--- src/rtl/ram_mon_pkg.sv ---
// ram_mon_pkg: shared types for the RAM access monitor.
//   state_e    : monitor FSM state encoding
//   err_type_e : violation type codes; the code is also the bit index in the sticky flags
//   ERR_TYPES  : number of violation types (width of sticky flag vector)
package ram_mon_pkg;

   typedef enum logic [1:0] {
      IDLE     = 2'd0,
      ARMED    = 2'd1,
      CAPTURED = 2'd2
   } state_e;

   typedef enum logic [1:0] {
      MULTI_WR   = 2'd0,
      ADDR_RANGE = 2'd1,
      RW_HAZARD  = 2'd2
   } err_type_e;

   localparam int unsigned ERR_TYPES = 3;

endpackage

--- src/rtl/ram_mon_sat_cnt.sv ---
// ram_mon_sat_cnt: saturating up-counter with enable and synchronous clear.
//   i_CLK   : clock
//   i_RST   : synchronous active-low reset
//   i_clear : clear the count; if i_en is also high the count restarts at 1
//   i_en    : increment by one (holds at all-ones)
//   o_cnt   : current count
module ram_mon_sat_cnt #(
   parameter int unsigned CW = 8
) (
   input  logic          i_CLK,
   input  logic          i_RST,
   input  logic          i_clear,
   input  logic          i_en,
   output logic [CW-1:0] o_cnt
);

   logic [CW-1:0] cnt_q, cnt_d;

   always_comb begin
      cnt_d = cnt_q;
      if (i_clear) begin
         // Clear happens before this cycle's event is counted.
         cnt_d = i_en ? CW'(1) : '0;
      end else if (i_en && (cnt_q != '1)) begin
         cnt_d = cnt_q + CW'(1);
      end
   end

   always_ff @(posedge i_CLK) begin
      if (!i_RST) cnt_q <= '0;
      else        cnt_q <= cnt_d;
   end

   assign o_cnt = cnt_q;

endmodule

--- src/rtl/ram_access_monitor.sv ---
// ram_access_monitor: passive monitor for N_CH single-port RAM channels.
// Detects multi-write, out-of-range address and same-cycle read/write hazards,
// counts violation cycles and per-channel accesses, latches the first error.
// Optional macro RAM_MON_SVA_EN compiles in concurrent assertions.
// Ports:
//   i_CLK, i_RST (sync, active-low), i_check_enable, i_clear
//   i_cs, i_we [N_CH], i_addr [N_CH*AW] (channel k at [k*AW +: AW])
//   o_state, o_err_valid, o_err_type, o_err_chan, o_err_addr, o_err_sticky
//   o_viol_cnt [CW], o_acc_cnt [N_CH*CW] (channel k at [k*CW +: CW])
module ram_access_monitor
   import ram_mon_pkg::*;
#(
   parameter int unsigned N_CH       = 4,
   parameter int unsigned AW         = 16,
   parameter int unsigned ADDR_LIMIT = 'h1000,
   parameter int unsigned CW         = 8
) (
   input  logic                 i_CLK,
   input  logic                 i_RST,
   input  logic                 i_check_enable,
   input  logic                 i_clear,
   input  logic [N_CH-1:0]      i_cs,
   input  logic [N_CH-1:0]      i_we,
   input  logic [N_CH*AW-1:0]   i_addr,
   output logic [1:0]           o_state,
   output logic                 o_err_valid,
   output logic [1:0]           o_err_type,
   output logic [3:0]           o_err_chan,
   output logic [AW-1:0]        o_err_addr,
   output logic [ERR_TYPES-1:0] o_err_sticky,
   output logic [CW-1:0]        o_viol_cnt,
   output logic [N_CH*CW-1:0]   o_acc_cnt
);

   logic [N_CH-1:0] wr, rd, rng_hit, haz_wr;
   logic [AW-1:0]   ch_addr [N_CH];

   assign wr = i_cs & i_we;
   assign rd = i_cs & ~i_we;

   // Per-channel range check and pairwise writer/reader address comparators.
   for (genvar i = 0; i < N_CH; i++) begin : g_ch
      logic [N_CH-1:0] pair_hit;
      assign ch_addr[i] = i_addr[i*AW +: AW];
      assign rng_hit[i] = i_cs[i] && (32'(ch_addr[i]) >= ADDR_LIMIT);
      for (genvar j = 0; j < N_CH; j++) begin : g_pair
         if (i == j) begin : g_self
            assign pair_hit[j] = 1'b0;
         end else begin : g_other
            assign pair_hit[j] = rd[j] && (i_addr[i*AW +: AW] == i_addr[j*AW +: AW]);
         end
      end
      assign haz_wr[i] = wr[i] && (|pair_hit);
   end

   // Lowest-index priority encoders for each violation type.
   logic          multi, seen_wr, rng_any, haz_any;
   logic [3:0]    mw_chan, rng_chan, haz_chan;
   logic [AW-1:0] mw_addr, rng_addr, haz_addr;

   always_comb begin
      multi    = 1'b0;
      seen_wr  = 1'b0;
      mw_chan  = '0;
      mw_addr  = '0;
      for (int k = 0; k < N_CH; k++) begin
         if (wr[k]) begin
            if (seen_wr) begin
               multi = 1'b1;
            end else begin
               seen_wr = 1'b1;
               mw_chan = 4'(k);
               mw_addr = ch_addr[k];
            end
         end
      end
      rng_any  = 1'b0;
      rng_chan = '0;
      rng_addr = '0;
      haz_any  = 1'b0;
      haz_chan = '0;
      haz_addr = '0;
      // Descending scan so the lowest index wins.
      for (int k = N_CH - 1; k >= 0; k--) begin
         if (rng_hit[k]) begin
            rng_any  = 1'b1;
            rng_chan = 4'(k);
            rng_addr = ch_addr[k];
         end
         if (haz_wr[k]) begin
            haz_any  = 1'b1;
            haz_chan = 4'(k);
            haz_addr = ch_addr[k];
         end
      end
   end

   logic [ERR_TYPES-1:0] viol_types;
   logic                 any_viol, active;

   assign viol_types = {haz_any, rng_any, multi};
   assign any_viol   = |viol_types;

   // State and capture registers
   state_e               state_q, state_d;
   logic                 valid_q, valid_d;
   err_type_e            type_q, type_d;
   logic [3:0]           chan_q, chan_d;
   logic [AW-1:0]        addr_q, addr_d;
   logic [ERR_TYPES-1:0] sticky_q, sticky_d;

   assign active = i_check_enable && (state_q != IDLE);

   always_comb begin
      state_d  = state_q;
      valid_d  = valid_q;
      type_d   = type_q;
      chan_d   = chan_q;
      addr_d   = addr_q;
      sticky_d = sticky_q;
      case (state_q)
         IDLE: begin
            if (i_check_enable) state_d = ARMED;
         end
         default: begin
            if (i_check_enable) begin
               // Clear first, so a same-cycle violation is captured afresh.
               if (i_clear) begin
                  state_d  = ARMED;
                  valid_d  = 1'b0;
                  type_d   = MULTI_WR;
                  chan_d   = '0;
                  addr_d   = '0;
                  sticky_d = '0;
               end
               sticky_d = sticky_d | viol_types;
               if (any_viol && (state_d == ARMED)) begin
                  state_d = CAPTURED;
                  valid_d = 1'b1;
                  if (multi) begin
                     type_d = MULTI_WR;
                     chan_d = mw_chan;
                     addr_d = mw_addr;
                  end else if (rng_any) begin
                     type_d = ADDR_RANGE;
                     chan_d = rng_chan;
                     addr_d = rng_addr;
                  end else begin
                     type_d = RW_HAZARD;
                     chan_d = haz_chan;
                     addr_d = haz_addr;
                  end
               end
            end
         end
      endcase
   end

   always_ff @(posedge i_CLK) begin
      if (!i_RST) begin
         state_q  <= IDLE;
         valid_q  <= 1'b0;
         type_q   <= MULTI_WR;
         chan_q   <= '0;
         addr_q   <= '0;
         sticky_q <= '0;
      end else begin
         state_q  <= state_d;
         valid_q  <= valid_d;
         type_q   <= type_d;
         chan_q   <= chan_d;
         addr_q   <= addr_d;
         sticky_q <= sticky_d;
      end
   end

   ram_mon_sat_cnt #(.CW(CW)) u_viol_cnt (
      .i_CLK   (i_CLK),
      .i_RST   (i_RST),
      .i_clear (active && i_clear),
      .i_en    (active && any_viol),
      .o_cnt   (o_viol_cnt)
   );

   for (genvar k = 0; k < N_CH; k++) begin : g_acc
      ram_mon_sat_cnt #(.CW(CW)) u_acc_cnt (
         .i_CLK   (i_CLK),
         .i_RST   (i_RST),
         .i_clear (active && i_clear),
         .i_en    (active && i_cs[k]),
         .o_cnt   (o_acc_cnt[k*CW +: CW])
      );
   end

   assign o_state      = state_q;
   assign o_err_valid  = valid_q;
   assign o_err_type   = type_q;
   assign o_err_chan   = chan_q;
   assign o_err_addr   = addr_q;
   assign o_err_sticky = sticky_q;

`ifdef RAM_MON_SVA_EN
   a_multi_wr: assert property (@(posedge i_CLK) disable iff (!i_RST) !(active && multi))
      else $error("MULTI_WR chan %0d addr %h", mw_chan, mw_addr);
   a_addr_range: assert property (@(posedge i_CLK) disable iff (!i_RST) !(active && rng_any))
      else $error("ADDR_RANGE chan %0d addr %h", rng_chan, rng_addr);
   a_rw_hazard: assert property (@(posedge i_CLK) disable iff (!i_RST) !(active && haz_any))
      else $error("RW_HAZARD chan %0d addr %h", haz_chan, haz_addr);
   a_valid_state: assert property (@(posedge i_CLK) disable iff (!i_RST)
      o_err_valid == (state_q == CAPTURED));
   a_viol_mono: assert property (@(posedge i_CLK) disable iff (!i_RST)
      !$past(active && i_clear) |-> (o_viol_cnt >= $past(o_viol_cnt)));
`else
   // Assertions compiled out; port behaviour is unchanged.
`endif

endmodule

--- config.mk ---
export PLATFORM = sky130hd
export DESIGN_NAME = ram_access_monitor
export DESIGN_NICKNAME = d
export VERILOG_FILES = /design/src/rtl/ram_mon_pkg.sv /design/src/rtl/ram_mon_sat_cnt.sv /design/src/rtl/ram_access_monitor.sv
export SDC_FILE = /design/constraint.sdc
export NUM_CORES = 1
export LEC_CHECK = 0
export BUFFER_PORTS_ARGS = -buffer_cell sky130_fd_sc_hd__buf_2
export CAP_MARGIN = 20
export CORE_ASPECT_RATIO = 1.25
export CORE_UTILIZATION = 50
export DETAILED_ROUTE_END_ITERATION = 16
export PLACE_DENSITY_LB_ADDON = 0.15
export SYNTH_ARGS = -nofsm -noshare
export SYNTH_HDL_FRONTEND = slang
export SYNTH_SLANG_ARGS = --single-unit
--- constraint.sdc ---
create_clock -name i_CLK -period 2.76 [get_ports i_CLK]
set_clock_uncertainty 0.1 [all_clocks]
set_input_delay 0.552 -clock i_CLK [delete_from_list [all_inputs] [get_ports i_CLK]]
set_output_delay 0.552 -clock i_CLK [all_outputs]
set_load 0.03 [all_outputs]
==> impl_metrics.csv, run 1 <==
group,metric,value,unit
outcome,status,"finished, violations left",
outcome,violations,"negative setup slack",
cts,numCtsBuffers,9,
die,die_area,12380,µm²
cts,clkSlewWorstSetupHoldPaths,70,ps
timing,fin_crit_sh,104.4,%
cts,cts-root-buf,"clkbuf_16",
cts,cts_sinks,66,
detailed_routing,vias,7552,
layout,fin_nets,1092,
power_and_ir_drop,power_density,384.8,nW/µm²
die,start_util,51.39,%
power_and_ir_drop,peakVddDrop,0.4792,mV
setup_path,cp_max_fo,6,
timing,slew_violations,0,
cts,insertion_delay,340,ps
yosys,synth-seq-cells,66,
global_routing,grt_pass1_wl,39380,µm
timing,hold_violations,0,
layout,mostFrequentLayoutCells,"buf_4 (160), buf_2 (128), xor2_1 (80), dfxtp_1 (66), nor2_1 (60)",
die,die_w,99.73,µm
yosys,synth_edf_count,0,
timing,rsz0062_at_grt,"yes",
setup_path,path_cells,"buf_8, xor2_2, nor4_2, nand4_1, or3_4, buf_6, and4b_4, buf_6, a311o_2, o21ai_2, a21oi_2",
setup_path,max_stage_delay,470,ps
detailed_routing,ant_nets,0,
detailed_routing,drc_errors,0,
die,coreArea,11620,µm²
power_and_ir_drop,p_leak,3.645,nW
layout,drive_gt1_share,40.26,%
placed_design,io_buffers,141,
setup_path,crit_arrival,3000,ps
yosys,ys_seq_area_share,22.13,%
yosys,synthFlopType,"dfxtp_1",
die,ios,144,
hold_path,min_path_type,"reg -> reg",
placed_design,gp_congestion,0.9943,
layout,finish.utilization,74.38,%
timing,fmax,0.3470,GHz
layout,final_cells,1177,
detailed_routing,dr.pass1.iters,6,
layout,final_common_cell,"buf_4",
global_routing,grt_antenna_before_repair,0,
global_routing,grt_overflow,0,
detailed_routing,viasPerCell,6.416,
timing,setup_slack,-121.8,ps
detailed_routing,route.final.wire_length,26530,µm
detailed_routing,drt_iter0_markers,695,
yosys,synth.distinct_cells,70,
setup_path,crit_path_top_delay_cell,"a311o_2",
die,rows,44,
setup_path,crit_required,2880,ps
cts,tritoncts,"built",
yosys,netlist_instances,784,
setup_path,cp_common_cell,"buf_6",
global_routing,grt_max_degree,34,
die,die_h,124.2,µm
cts,clk_path_buf_depth,2,
timing,tightest_slew,786.4,ps
timing,slew_headroom,47.02,%
yosys,ys_async_sr_fraction,0,%
setup_path,crit_type,"in -> reg",
placed_design,dp_cells,1140,
setup_path,start_kind,"primary input",
yosys,syn_area,5969,µm²
timing,setup_viol,26,
yosys,avgSynthCellArea,7.614,µm²
global_routing,grt_pass1_vias,7431,
layout,syn_to_final_growth,44.73,%
run,drv_cap,0,
layout,diodes,0,
detailed_routing,post_drt_wl_per_cell,22.54,µm
global_routing,grt_usage,41.78,%
timing,period_minus_slack,2882,ps
cts,hold_buffers,0,
yosys,ys.warnings.count,0,
placed_design,dpl.hpwl,19300,µm
cts,htreeDepth,3,
setup_path,end_kind,"flop",
==> metal layers <==
layer	share of wire, %	wire [µm]	global-route usage, %	vias up
met5	0	0	0	-
met4	7.1	1879	26.65	0
met3	8.8	2346	8.193	172
met2	48	12630	71.64	501
met1	36	9671	47.54	3558
li1	-	-	-	3321
==> registers in the layout, summed over array words and instances (netlist names) <==
register,cells
u_viol_cnt.o_cnt,8
o_state,2
g_acc.u_acc_cnt.o_cnt,32
o_err_type,2
o_err_valid,1
o_err_sticky,3
o_err_addr,16
o_err_chan,2
==> report_power, final <==
part           leakage [nW]  total [mW]  internal, mW  switching (mW)
logic                  2.97        1.08         0.438           0.645
clock network         0.145        1.22         0.716           0.502
registers             0.534        1.02         0.989          0.0348
==> worst max-delay path, delay by kind of cell <==
family,cells,cell delay (ps)
and+or+nand+nor,4,1170
AOI/OAI and AO/OA,3,720
buffers and inverters,3,360
xor gates and xnor gates,1,170
==> cells in the mapped netlist, types with 6 or more instances <==
library cell | number | area (µm²)
a2111oi_0 | 7 | 61.31
a21oi_1 | 30 | 150.1
a221o_1 | 7 | 70.07
a221oi_1 | 29 | 254.0
a22oi_1 | 6 | 45.04
a32o_1 | 11 | 110.1
and2_1 | 6 | 37.54
buf_2 | 29 | 145.1
buf_6 | 12 | 135.1
clkbuf_1 | 55 | 206.5
dfxtp_1 | 66 | 1321
inv_1 | 11 | 41.29
mux2i_1 | 6 | 60.06
nand2_1 | 47 | 176.4
nand3_1 | 30 | 150.1
nand4_1 | 17 | 106.4
nor2_1 | 61 | 229.0
nor2b_1 | 7 | 43.79
nor3_1 | 15 | 75.07
nor4_1 | 21 | 131.4
o211ai_1 | 10 | 75.07
o21a_1 | 9 | 67.56
o21ai_0 | 57 | 285.3
o2bb2ai_1 | 6 | 52.55
o311ai_0 | 8 | 70.07
o31a_1 | 6 | 52.55
or3_1 | 20 | 125.1
xnor2_1 | 21 | 183.9
xor2_1 | 93 | 814.5
==> what timing repair did <==
item / 4_1_cts / 5_1_grt
resized for setup: 46 / 91
buffers inserted: 10 / 8
endpoints found under the setup margin: 28 / 32
pin swaps: 21 / 27
gates cloned: 3 / 0
hold endpoints to repair: 0 / 0
==> final timing paths <==
check	startpoint	slack, ps	to	cells after the start
max	i_addr[37]	-120	u_viol_cnt.o_cnt[5]	11
min	o_err_addr[9]	360	o_err_addr[9]	1
max reg2reg	g_acc[2].u_acc_cnt.o_cnt[0]	570	g_acc[2].u_acc_cnt.o_cnt[5]	7
min reg2reg	o_err_addr[9]	360	o_err_addr[9]	1
==> layout make-up <==
cell class | instances | area, µm²
clock inverters | 7 | 82.58
repair buffers | 320 | 2236
clock buffers | 9 | 225.2
fillers | 894 | 2977
well taps | 161 | 201.4
multi-input cells | 603 | 4532
flip-flops and latches | 66 | 1321
inverters | 11 | 41.29
==> stage by stage <==
step           area (µm²)  hold slack [ps]  power, mW  setup slack [ps]  TNS [ps]
6_report             8640            360.4      3.325            -121.8     -1338
5_1_grt              8640            378.9      3.425            -261.6     -5386
4_1_cts              8197            362.1      3.231            -89.03    -186.5
3_5_place_dp         7580            346.7      1.982            -704.7    -14880
3_3_place_gp         7580            332.0      1.964            -603.4    -14050
2_1_floorplan        6147            487.5      1.644            -164.4     -1753
==> cell families (layout without fill, tap and decap cells) <==
kind of cell               Yosys count  after routing  synth area share (%)
buffers and inverters              117            347                 9.935
adders and majority gates            5              5                 1.048
and+or+nand+nor                    244            244                 20.50
other                                1              2               0.06282
DFF                                 66             66                 22.13
muxes                                7              7                 1.195
xor gates and xnor gates           114            114                 16.73
AOI/OAI and AO/OA                  230            231                 28.40
(Power assumes the default switching activity.)
==> run 2: changes to the inputs <==
--- a/config.mk
+++ b/config.mk
@@ -5,10 +5,11 @@
 export SDC_FILE = /design/constraint.sdc
 export NUM_CORES = 1
 export LEC_CHECK = 0
+export ABC_AREA = 1
 export BUFFER_PORTS_ARGS = -buffer_cell sky130_fd_sc_hd__buf_2
 export CAP_MARGIN = 20
 export CORE_ASPECT_RATIO = 1.25
-export CORE_UTILIZATION = 50
+export CORE_UTILIZATION = 60
 export DETAILED_ROUTE_END_ITERATION = 16
 export PLACE_DENSITY_LB_ADDON = 0.15
 export SYNTH_ARGS = -nofsm -noshare
==> constraint.sdc (replaced) <==
create_clock -name i_CLK -period 3.7 [get_ports i_CLK]
set_clock_uncertainty 0.1 [all_clocks]
set_input_delay 0.74 -clock i_CLK [delete_from_list [all_inputs] [get_ports i_CLK]]
set_output_delay 0.74 -clock i_CLK [all_outputs]
set_load 0.03 [all_outputs]
==> run 2 against run 1 <==
  * The flow now finishes without violations
  * Register-to-register slack gained 690 ps
  * First-iteration DRC count shrank 4.3%
  * Sequential cell count is the same
  * Worst hold slack lost 7.9 ps
  * Die area shrank 15%
  * Via count grew 0.40%
  * Highest routed layer unchanged
==> impl_metrics.csv, run 2 <==
group,metric,value,unit
detailed_routing,drt_iter0_markers,665,
yosys,syn_area,6097,µm²
detailed_routing,ant_nets,0,
outcome,status,"complete, no violations",
timing,whs,352.5,ps
detailed_routing,drc_errors,0,
layout,fin_nets,1276,
cts,ctsResizeCount,0,
cts,clk_path_buf_depth,2,
yosys,netlist_instances,1063,
setup_path,end_kind,"flop",
cts,postCtsSetupRepairBufs,0,
cts,cts-root-buf,"clkbuf_16",
global_routing,grt_pass1_wl,33510,µm
yosys,synth_top_area_share,22.53,%
die,rows,40,
yosys,ys.warnings.count,0,
cts,cts_sinks,66,
die,coreArea,9759,µm²
yosys,yosysMostFrequentCell,"nand2_1",
timing,setup_viol,0,
timing,slew_violations,0,
placed_design,gp_congestion,1.032,
global_routing,grt_pass1_vias,7006,
timing,hold_violations,0,
placed_design,dpl.hpwl,15800,µm
timing,fmax,0.3416,GHz
die,die_h,114.7,µm
global_routing,grt_usage,40.14,%
power_and_ir_drop,combPwrFrac,26.3,%
global_routing,grt_overflow,0,
timing,tns,0,ps
yosys,synth-seq-cells,66,
cts,hold_buffers,0,
die,ios,144,
detailed_routing,wirelength_met1,7945,µm
power_and_ir_drop,p_sw_share,33.06,%
power_and_ir_drop,p_leak,3.778,nW
yosys,ys_seq_area_share,21.67,%
cts,insertion_delay,340,ps
yosys,ys_async_sr_fraction,0,%
power_and_ir_drop,p_clk_share,40.6,%
cts,numCtsBuffers,9,
timing,period_minus_slack,2928,ps
detailed_routing,viasPerCell,5.718,
layout,syn_to_final_growth,18.24,%
layout,final.fill_count,902,
setup_path,crit_arrival,3100,ps
power_and_ir_drop,power.switching,0.7548,mW
power_and_ir_drop,peakVddDrop,0.2784,mV
yosys,yosys-top-cells-area,"nand2_1 (23%), dfxtp_1 (22%), nor2_1 (7.1%), inv_1 (6.5%), xor2_1 (5.6%)",
detailed_routing,route.met2.wl,10420,µm
power_and_ir_drop,power_density,316.7,nW/µm²
power_and_ir_drop,seqPwrFrac,33.1,%
timing,tightest_slew,714.2,ps
layout,drive_gt1_share,18.83,%
layout,largest_register_ffs,32,
setup_path,crit_type,"in -> reg",
power_and_ir_drop,internal-power,1.529,mW
die,die_w,92.17,µm
setup_path,crit_required,3870,ps
die,start_util,62.47,%
detailed_routing,dr.pass1.iters,6,
detailed_routing,wl_met3,1795,µm
yosys,synth_edf_count,0,
yosys,synthFlopType,"dfxtp_1",
setup_path,cp_max_fo,20,
die,die_area,10570,µm²
cts,htreeDepth,3,
placed_design,io_buffers,141,
global_routing,grt_antenna_before_repair,0,
timing,slew_headroom,51.88,%
yosys,avgSynthCellArea,5.736,µm²
layout,diodes,0,
cts,clkSlewWorstSetupHoldPaths,60,ps
run,drv_cap,0,
global_routing,grt_max_degree,27,
setup_path,start_kind,"primary input",
timing,rsz0062_at_grt,"no",
detailed_routing,route.final.wire_length,21090,µm
detailed_routing,vias,7582,
yosys,synth.distinct_cells,49,
layout,final_common_cell,"nand2_1",
hold_path,min_path_type,"reg -> reg",
timing,fin_crit_sh,79.13,%
yosys,yosysTopAreaCell,"nand2_1",
yosys,netlist_top_cells_count,"nand2_1 (366), nor2_1 (115), inv_1 (106)",
layout,mostFrequentLayoutCells,"nand2_1 (366), buf_2 (141), nor2_1 (115), inv_1 (106)",
detailed_routing,top_layer_used,"met4",
detailed_routing,post_drt_wl_per_cell,15.90,µm
cts,tritoncts,"built",
run 2: cell types whose count changed after synthesis, sizes merged, moves of 20 or more:
cell    before  now
a221oi      29    6
buf         50   15
clkbuf      56   17
inv         11  139
nand2       47  371
nand3       30   66
nor2        62  125
or3         20    0
xor2        93   39
run 2: path summary, 6_finish.rpt:
| check | from | to | slack, ps | depth (start not counted) |
|---|---|---|---|---|
| max reg2reg | o_state[1] | g_acc[2].u_acc_cnt.o_cnt[7] | 1260 | 13 |
| min | o_err_sticky[0] | o_err_sticky[0] | 350 | 2 |
| min reg2reg | o_err_sticky[0] | o_err_sticky[0] | 350 | 2 |
| max | i_addr[44] | o_err_type[0] | 770 | 14 |
run 2: per-layer routing:
layer | GRT usage, % | vias up
met1 | 45.18 | 3375
met5 | 0 | -
met3 | 6.640 | 83
li1 | - | 3704
met4 | 20.94 | 0
met2 | 72.54 | 420
run 2: power by group through the flow:
stage | clock, mW | combinational [mW] | sequential [mW]
after floorplan | 0 | 0.341 | 0.810
after global placement | 0 | 0.578 | 0.768
after detailed placement | 0 | 0.582 | 0.769
after CTS | 0.924 | 0.586 | 0.754
after global routing | 0.959 | 0.656 | 0.757
final | 0.927 | 0.601 | 0.755
run 2: worst max-delay path: stages:
cell and delay (ps):
buf_2 120, inv_1 140, nand3_1 120, o21ai_2 430, nand2_1 160, nor2_2 220, inv_2 100, nor2_8 260
nand2_8 110, nand3_4 160, nand2_2 70, inv_2 290, nand2_1 90, o21ai_1 90
run 2: per-stage QoR:
stage,setup slack (ps),cell area [µm²],cells,util [%],power [mW]
3_5_place_dp,508.0,6888,1310,70.58,1.350
3_3_place_gp,575.2,6888,1310,70.58,1.346
4_1_cts,851.7,7209,1326,73.87,2.264
5_1_grt,581.6,7209,1326,73.87,2.372
2_1_floorplan,1232,6101,1064,-,1.151
6_report,772.2,7209,1326,73.87,2.283
run 2: final cells by class:
class,instances,area (µm²),area share [%]
clock inverter,4,75.07,1.041
multi-input combinational,826,4093,56.77
tap,126,157.7,2.187
sequential,66,1321,18.33
clock buffer,12,246.5,3.419
timing repair buffer,152,788.3,10.93
inverter,140,528.0,7.324
run 2: cells by family after synthesis:
kind of cell | synth area share, %
adder cells (fa/ha/maj) | 1.026
flip-flops | 21.67
AND/OR/NAND/NOR | 40.00
buffers and inverters | 11.27
other | 0.06150
XOR/XNOR | 5.890
AO/OA/AOI/OAI | 20.09
==> run 3: changes to the inputs <==
--- a/config.mk
+++ b/config.mk
@@ -9,7 +9,7 @@
 export BUFFER_PORTS_ARGS = -buffer_cell sky130_fd_sc_hd__buf_2
 export CAP_MARGIN = 20
 export CORE_ASPECT_RATIO = 1.25
-export CORE_UTILIZATION = 60
+export CORE_UTILIZATION = 50
 export DETAILED_ROUTE_END_ITERATION = 16
 export PLACE_DENSITY_LB_ADDON = 0.15
 export SYNTH_ARGS = -nofsm -noshare
==> constraint.sdc (replaced) <==
create_clock -name i_CLK -period 2.6 [get_ports i_CLK]
set_clock_uncertainty 0.1 [all_clocks]
set_input_delay 0.52 -clock i_CLK [delete_from_list [all_inputs] [get_ports i_CLK]]
set_output_delay 0.52 -clock i_CLK [all_outputs]
set_load 0.03 [all_outputs]
==> run 3 against run 2 <==
  * Utilization down 9.5 points
  * Sequential power up 42%
  * Final cell count up 5.4%
  * Register-to-register slack worse by 780 ps
  * Via count down 1.0%
  * Non-clock buffer count up 37
  * Count of clock-buffer cells in the layout up 1
==> impl_metrics.csv, run 3 (synthesis gave the netlist of run 2 again) <==
group,metric,value,unit
detailed_routing,drc_errors,0,
layout,syn_to_final_growth,23.87,%
detailed_routing,route.final.wire_length,20680,µm
die,ios,144,
setup_path,reg2regPathDepth,13,
cts,postCtsSetupRepairBufs,0,
die,coreArea,11730,µm²
setup_path,crit_buf_inv,3,
setup_path,end_kind,"flop",
global_routing,grt_pass1_wl,33610,µm
setup_path,path_cells,"buf_2, inv_1, nand2_1, nand2_1, nor2_1, nand2_1, nor2_1, nand3_1, nand3_1, nand2_1, buf_4, o21ai_0, o21bai_1, nand3_1, nand2_1, nand2_1",
die,start_util,52.00,%
setup_path,crit_cells,16,
setup_path,crit_type,"in -> reg",
timing,slew_headroom,56.68,%
setup_path,crit_family,"simple AND/OR/NAND/NOR gates",
setup_path,cp-startpoint,"i_addr[16]",
detailed_routing,post_drt_wl_per_cell,14.80,µm
power_and_ir_drop,p_leak,3.967,nW
setup_path,start_kind,"primary input",
setup_path,crit_arrival,2370,ps
detailed_routing,viasPerCell,5.372,
power_and_ir_drop,peakVddDrop,0.3268,mV
setup_path,rrSetupSlack,480,ps
run,drv_cap,0,
timing,hold_violations,0,
global_routing,grt_usage,33.76,%
setup_path,crit_required,2720,ps
timing,rsz0062_at_grt,"no",
setup_path,reg2reg_from,"o_state[1]",
layout,fin_nets,1313,
cts,numCtsBuffers,9,
cts,insertion_delay,330,ps
global_routing,grt_antenna_before_repair,0,
global_routing,grt_overflow,0,
layout,final_common_cell,"nand2_1",
cts,cts_sinks,66,
placed_design,dpl.hpwl,16070,µm
die,die_area,12640,µm²
power_and_ir_drop,power_density,423.0,nW/µm²
cts,tritoncts,"built",
timing,period_minus_slack,2249,ps
detailed_routing,ant_nets,0,
detailed_routing,dr.pass1.iters,6,
cts,clk_path_buf_depth,2,
setup_path,endpoint,"o_err_addr[0]",
timing,tightest_slew,643.1,ps
placed_design,io_buffers,141,
cts,ctsResizeCount,0,
layout,final.fill_count,1193,
cts,hold_buffers,0,
global_routing,grt_pass1_vias,6918,
die,die_h,125.5,µm
global_routing,grt_max_degree,26,
setup_path,cp_max_fo,7,
cts,cts-root-buf,"clkbuf_16",
layout,drive_gt1_share,21.28,%
die,die_w,100.8,µm
timing,tns,0,ps
detailed_routing,vias,7505,
setup_path,cp_common_cell,"nand2_1",
placed_design,gp_congestion,1.064,
timing,whs,349.1,ps
layout,largest_register_ffs,32,
setup_path,crit_path_top_delay_cell,"nor2_1",
die,rows,44,
hold_path,min_path_type,"reg -> reg",
outcome,status,"complete, no violations",
timing,fmax,0.4446,GHz
cts,htreeDepth,3,
setup_path,r2r_end,"g_acc[2].u_acc_cnt.o_cnt[7]",
timing,slew_violations,0,
layout,diodes,0,
setup_path,max_stage_delay,210,ps
layout,mostFrequentLayoutCells,"nand2_1 (366), buf_2 (141), nor2_1 (115), inv_1 (106)",
timing,fin_crit_sh,86.51,%
detailed_routing,drt_iter0_markers,606,
cts,clkSlewWorstSetupHoldPaths,50,ps
timing,setup_viol,0,
run 3: cell types whose count changed in the layout (fill, tap and decap cells not counted):
| cell | change |
|---|---|
| bufinv_16 | -1 |
| clkinv_2 | +1 |
| clkbuf_8 | +2 |
| clkbuf_1 | -1 |
| buf_12 | +3 |
| buf_4 | +34 |
| clkinvlp_4 | -2 |
run 3: tightest hold or removal path: stages (launching register included):
cell     delay, ps
dfxtp_1        300
nand2_1         60
nand2_1         40
run 3: worst min-delay path by stage:
stage | end | startpoint | cells after the start | slack (ps)
floorplan | o_err_addr[12] | o_err_addr[12] | 2 | 470
global placement | o_err_addr[1] | o_err_addr[1] | 2 | 330
detailed placement | o_err_sticky[2] | o_err_sticky[2] | 2 | 340
CTS | o_err_addr[9] | o_err_addr[9] | 2 | 350
global route | o_err_addr[4] | o_err_addr[4] | 2 | 370
finish | o_err_addr[9] | o_err_addr[9] | 2 | 350
run 3: cell type report:
type	instances	area (µm²)	area share [%]
sequential	66	1321	17.50
inverter	140	528.0	6.991
tap	161	201.4	2.667
timing repair buffer	189	1104	14.61
clock inverter	2	35.03	0.4639
multi-input combinational	826	4093	54.19
clock buffer	13	270.3	3.579
run 3: report_power, final:
part	switching, mW	internal, mW	leakage, nW	total (mW)
Clock	0.417	0.813	0.152	1.23
Combinational	0.594	0.299	3.28	0.893
Sequential	0.0261	1.05	0.534	1.07
run 3: per-layer routing:
metal	vias up	GRT usage, %	routed length [µm]
li1	3767	-	-
met1	3283	40.08	8172
met2	370	57.90	9932
met3	85	4.416	1533
met4	0	18.84	1044
met5	-	0	0
run 3: per-stage QoR:
| step | setup slack [ps] | total power [mW] | cells | utilization [%] | cell area, µm² |
|---|---|---|---|---|---|
| after floorplan | 351.8 | 1.639 | 1064 | - | 6101 |
| after CTS | 427.0 | 3.192 | 1397 | 64.40 | 7552 |
| after detailed placement | 81.43 | 1.967 | 1382 | 61.80 | 7247 |
| final | 350.8 | 3.195 | 1397 | 64.40 | 7552 |
| after global routing | 144.2 | 3.354 | 1397 | 64.40 | 7552 |
| after global placement | 97.96 | 1.965 | 1382 | 61.80 | 7247 |
